--- src/rtl/channel.sv ---
// Single-entry handshake channel: decouples a sender handshake from a receiver
// handshake with one holding register, in four-phase or two-phase bundled-data style.
module channel #(
  parameter int WIDTH       = 13,
  parameter int HS_PROTOCOL = 0
) (
  input  logic             clk,
  input  logic             reset,
  input  logic             s_req,
  input  logic [WIDTH-1:0] s_data,
  output logic             s_ack,
  output logic             r_req,
  output logic [WIDTH-1:0] r_data,
  input  logic             r_ack,
  output logic             full,
  output logic [15:0]      xfer_cnt
);

  // Unknown protocol codes fall back to four-phase.
  localparam logic TWO_PHASE = (HS_PROTOCOL == 1);

  typedef enum logic {
    IN_IDLE,
    IN_ACKED
  } in_state_e;

  typedef enum logic [1:0] {
    OUT_IDLE,
    OUT_REQ,
    OUT_WAIT
  } out_state_e;

  in_state_e        in_state_q,  in_state_d;
  out_state_e       out_state_q, out_state_d;
  logic             s_ack_q,     s_ack_d;
  logic             r_req_q,     r_req_d;
  logic [WIDTH-1:0] r_data_q,    r_data_d;
  logic [WIDTH-1:0] hold_q,      hold_d;
  logic             full_q,      full_d;
  logic [15:0]      xfer_cnt_q,  xfer_cnt_d;
  logic             capture_s;
  logic             release_s;

  // Sender side: capture only when the registered entry is empty.
  always_comb begin
    in_state_d = in_state_q;
    s_ack_d    = s_ack_q;
    hold_d     = hold_q;
    capture_s  = 1'b0;
    if (TWO_PHASE) begin
      if ((s_req != s_ack_q) && !full_q) begin
        capture_s = 1'b1;
        hold_d    = s_data;
        s_ack_d   = ~s_ack_q;
      end else begin
        s_ack_d = s_ack_q;
      end
    end else begin
      case (in_state_q)
        IN_IDLE: begin
          if (s_req && !full_q) begin
            capture_s  = 1'b1;
            hold_d     = s_data;
            s_ack_d    = 1'b1;
            in_state_d = IN_ACKED;
          end else begin
            in_state_d = IN_IDLE;
          end
        end
        IN_ACKED: begin
          if (!s_req) begin
            s_ack_d    = 1'b0;
            in_state_d = IN_IDLE;
          end else begin
            in_state_d = IN_ACKED;
          end
        end
        default: begin
          s_ack_d    = 1'b0;
          in_state_d = IN_IDLE;
        end
      endcase
    end
  end

  // Receiver side: present the held word, free the entry once the handshake closes.
  always_comb begin
    out_state_d = out_state_q;
    r_req_d     = r_req_q;
    r_data_d    = r_data_q;
    release_s   = 1'b0;
    if (TWO_PHASE) begin
      case (out_state_q)
        OUT_IDLE: begin
          if (full_q && (r_req_q == r_ack)) begin
            r_req_d     = ~r_req_q;
            r_data_d    = hold_q;
            out_state_d = OUT_REQ;
          end else begin
            out_state_d = OUT_IDLE;
          end
        end
        OUT_REQ: begin
          if (r_ack == r_req_q) begin
            release_s   = 1'b1;
            out_state_d = OUT_IDLE;
          end else begin
            out_state_d = OUT_REQ;
          end
        end
        default: out_state_d = OUT_IDLE;
      endcase
    end else begin
      case (out_state_q)
        OUT_IDLE: begin
          if (full_q) begin
            r_req_d     = 1'b1;
            r_data_d    = hold_q;
            out_state_d = OUT_REQ;
          end else begin
            out_state_d = OUT_IDLE;
          end
        end
        OUT_REQ: begin
          if (r_ack) begin
            r_req_d     = 1'b0;
            out_state_d = OUT_WAIT;
          end else begin
            out_state_d = OUT_REQ;
          end
        end
        OUT_WAIT: begin
          if (!r_ack) begin
            release_s   = 1'b1;
            out_state_d = OUT_IDLE;
          end else begin
            out_state_d = OUT_WAIT;
          end
        end
        default: begin
          r_req_d     = 1'b0;
          out_state_d = OUT_IDLE;
        end
      endcase
    end
  end

  // Occupancy and transfer count; capture and release are mutually exclusive via full_q.
  always_comb begin
    full_d     = full_q;
    xfer_cnt_d = xfer_cnt_q;
    if (capture_s) begin
      full_d = 1'b1;
    end else if (release_s) begin
      full_d     = 1'b0;
      xfer_cnt_d = xfer_cnt_q + 16'd1;
    end else begin
      full_d = full_q;
    end
  end

  // State registers.
  always_ff @(posedge clk or negedge reset) begin
    if (!reset) begin
      in_state_q  <= IN_IDLE;
      out_state_q <= OUT_IDLE;
      s_ack_q     <= 1'b0;
      r_req_q     <= 1'b0;
      r_data_q    <= '0;
      hold_q      <= '0;
      full_q      <= 1'b0;
      xfer_cnt_q  <= 16'd0;
    end else begin
      in_state_q  <= in_state_d;
      out_state_q <= out_state_d;
      s_ack_q     <= s_ack_d;
      r_req_q     <= r_req_d;
      r_data_q    <= r_data_d;
      hold_q      <= hold_d;
      full_q      <= full_d;
      xfer_cnt_q  <= xfer_cnt_d;
    end
  end

  assign s_ack    = s_ack_q;
  assign r_req    = r_req_q;
  assign r_data   = r_data_q;
  assign full     = full_q;
  assign xfer_cnt = xfer_cnt_q;

endmodule

--- config.mk ---
export PLATFORM = sky130hd
export DESIGN_NAME = channel
export DESIGN_NICKNAME = d
export VERILOG_FILES = /design/src/rtl/channel.sv
export SDC_FILE = /design/constraint.sdc
export NUM_CORES = 1
export LEC_CHECK = 0
export BUFFER_PORTS_ARGS = -buffer_cell sky130_fd_sc_hd__buf_2
export CAP_MARGIN = 30
export CORE_AREA = 5 5 66 68
export CTS_CLUSTER_DIAMETER = 200
export CTS_CLUSTER_SIZE = 16
export DETAILED_ROUTE_END_ITERATION = 10
export DIE_AREA = 0 0 71 73
export PLACE_DENSITY = 0.88
export SYNTH_ARGS = -nofsm -noshare
export SYNTH_HDL_FRONTEND = slang
export SYNTH_SLANG_ARGS = --single-unit
--- constraint.sdc ---
create_clock -name clk -period 2.8 [get_ports clk]
set_input_delay 0.56 -clock clk [delete_from_list [all_inputs] [get_ports clk]]
set_output_delay 0.56 -clock clk [all_outputs]
set_load 0.05 [all_outputs]
==> flow_metrics.tcl <==
set metrics [dict create \
    yosysWarningCount 0 \
    max_stage_delay_ns 0.57 \
    met1_usage 0.200 \
    worst-r2r-cell-count 4 \
    cp.required_ns 3.02 \
    portBuffers 48 \
    clockBufferDepth 2 \
    initial_core_util 0.519 \
    final.period_utilization 0.643 \
    tns_ns 0 \
    cp.arrival_ns 2.02 \
    hold_buffers 0 \
    antenna_found_initial 0 \
    num_rows 23 \
    hold_path.class "primary input to async pin" \
    maxSlewViolCount 0 \
    clkTransAtPathRegs_ns 0.08 \
    cp.depth 4 \
    netlist_top_cells_area "dfrtp_1 (61%), nand2_1 (9.5%), mux2_2 (7.4%)" \
    avgSynthCellArea_um2 11.3 \
    cts_made_buffers 5 \
    worstSetupEndpoint "xfer_cnt[13]$_DFFE_PN0P_" \
    r2r-end "xfer_cnt[13]$_DFFE_PN0P_" \
    r2r_slack_ns 1.0 \
    worst_pin_slew_ns 0.655 \
    rsz0062_at_grt "false" \
    powerDensity_nw_per_um2 1160 \
    grt_use_met3 0.0399 \
    fp.dieH_um 73 \
    worstSetupStartpoint "full$_DFFE_PN0P_" \
    fillerInstances 316 \
    start_kind "flip-flop" \
    synth-seq-cells 48 \
    clock_sinks 48 \
    crit_slowest_cell "or3b_1" \
    yosysTopAreaCell "dfrtp_1" \
    grt_pass1_wl_um 6500 \
    cts.htree.levels 2 \
    diodes 0 \
    core_um2 3800 \
    use_met2 0.278 \
    place_area_um2 2270 \
    place.gp.congestion 0.774 \
    grt_pass1_vias 1447 \
    power_mw 2.79 \
    area_delta_synth_final_pct 21.9 \
    via_per_inst 5.04 \
    totalWireLength_um 3890 \
    fin_skew_ns 0.00643 \
    fin_hold_ws_ns 0.251 \
    drc_errors 0 \
    overflow 0 \
    dpl.cell_count 270 \
    grt-busiest-layer "met2" \
    clock_latency_ns 0.29 \
    hold_viol_final 0 \
    synth_cells 174 \
    finalNonFillerCells 277 \
    grtUsageTotal 0.160 \
    multi_input_area_um2 732 \
    seq_area_um2 1200 \
    dieArea_um2 5180 \
    post_cts.repair.setup_buffers 0 \
    critPathMaxFanout 18 \
    ys_types 26 \
    ant_nets 0 \
    cts_root_buf "clkbuf_8" \
    path_class "flip-flop to flip-flop" \
    io_pins 49 \
    crit_buf_inv 0 \
    layout.nets 245 \
    layout-drive-gt1-share 0.326 \
    ys_seq_area_frac 0.610 \
    layout_commonest_cell "nand2_1" \
    cts_resized 0 \
    ir_worst_vdd_mv 0.661 \
    period_needed_ns 1.80 \
    routedWlPerCell_um 14.0 \
    critPathTopFamily "simple AND/OR/NAND/NOR gates" \
    first_iter_violations 59 \
    slew_headroom 0.563 \
    synth_top_area_frac 0.610 \
    total_leakage_power_nw 1.27 \
    dp.final_hpwl_um 2890 \
    drv_cap 0 \
    cts_tree "yes" \
    fmax_ghz 0.555 \
    synth_area_um2 1970 \
    cp_cell_sequence "or3b_1 > nand3_4 > nor3_1 > xor2_1" \
    timing.rr.start "full$_DFFE_PN0P_" \
    synth_nets 192 \
    setup_violations 0 \
    final_cell_mix "nand2_1 (50), dfrtp_1 (48), buf_2 (48), mux2_2 (13), xnor2_1 (9)" \
    num_vias 1396 \
    firstDrtPassIters 4 \
    grt_start_max_net_pins 27 \
    fp.dieW_um 71 \
    status "completed" \
    final_area_um2 2400 \
    end_kind "flip-flop" \
]
==> synth_stat cells <==
library cell	instances
nand3_4	1
clkbuf_1	2
nor2_1	7
nand4_1	1
nor3b_4	1
nand3_1	6
nand2b_1	1
or3b_1	1
nand2_1	50
inv_1	6
and4_1	2
nor4_4	1
a21oi_1	2
o21ai_0	3
dfrtp_1	48
ha_1	1
xnor2_1	9
nor3_1	4
buf_2	1
and2_1	1
a21boi_0	1
mux2_2	13
buf_4	1
mux2i_1	1
xor2_1	7
and3_1	3
==> power by group <==
group	switching, mW	total, mW	internal (mW)
Sequential	0.166	1.10	0.933
Clock	0.215	0.566	0.351
Combinational	0.770	1.13	0.356
Total	1.15	2.79	1.64
==> layout make-up <==
cell class | count | share of cell area
multi-input cells | 116 | 0.305
well taps | 50 | 0.0260
clock inverters | 2 | 0.0250
repair buffers | 50 | 0.106
clock buffers | 5 | 0.0286
flip-flops and latches | 48 | 0.500
inverters | 6 | 0.00938
==> cell families (layout without fill, tap and decap cells) <==
kind of cell | count (synthesis) | count (layout) | synth area share
DFF | 48 | 48 | 0.610
adders and majority gates | 1 | 1 | 0.00635
AOI/OAI and AO/OA | 6 | 6 | 0.0165
buffers and inverters | 10 | 63 | 0.0216
and+or+nand+nor | 79 | 79 | 0.196
xor gates and xnor gates | 16 | 16 | 0.0711
muxes | 14 | 14 | 0.0794
==> stage by stage <==
step	util	setup WS, ns
floorplan	-	0.964
global placement	0.598	0.787
detailed placement	0.598	0.713
CTS	0.632	0.953
global route	0.632	0.857
finish	0.632	0.999
==> how the worst min path moves through the flow <==
stage / endpoint / slack [ns] / depth (start not counted)
floorplan: full$_DFFE_PN0P_ / 0.26 / 0
global placement: hold_q[8]$_DFFE_PN0P_ / 0.45 / 2
detailed placement: xfer_cnt[15]$_DFFE_PN0P_ / 0.46 / 1
CTS: hold_q[1]$_DFFE_PN0P_ / 0.26 / 1
global route: hold_q[1]$_DFFE_PN0P_ / 0.31 / 1
finish: hold_q[1]$_DFFE_PN0P_ / 0.25 / 1
==> registers in the layout (all words and copies together), names as in the netlist <==
register and count:
full 1, hold_q 13, in_state_q 1, out_state_q 2, r_data 13, r_req 1
s_ack 1, xfer_cnt 16
==> layer usage <==
layer  vias to the layer above  part of all wire  routed length (µm)
met1                       683              0.43                1680
met2                        38              0.51                1980
met3                         6             0.050                 194
met4                         0             0.011                  43
li1                        669                 -                   -
met5                         -                 0                   0
Power figures use the tool's default switching activity.
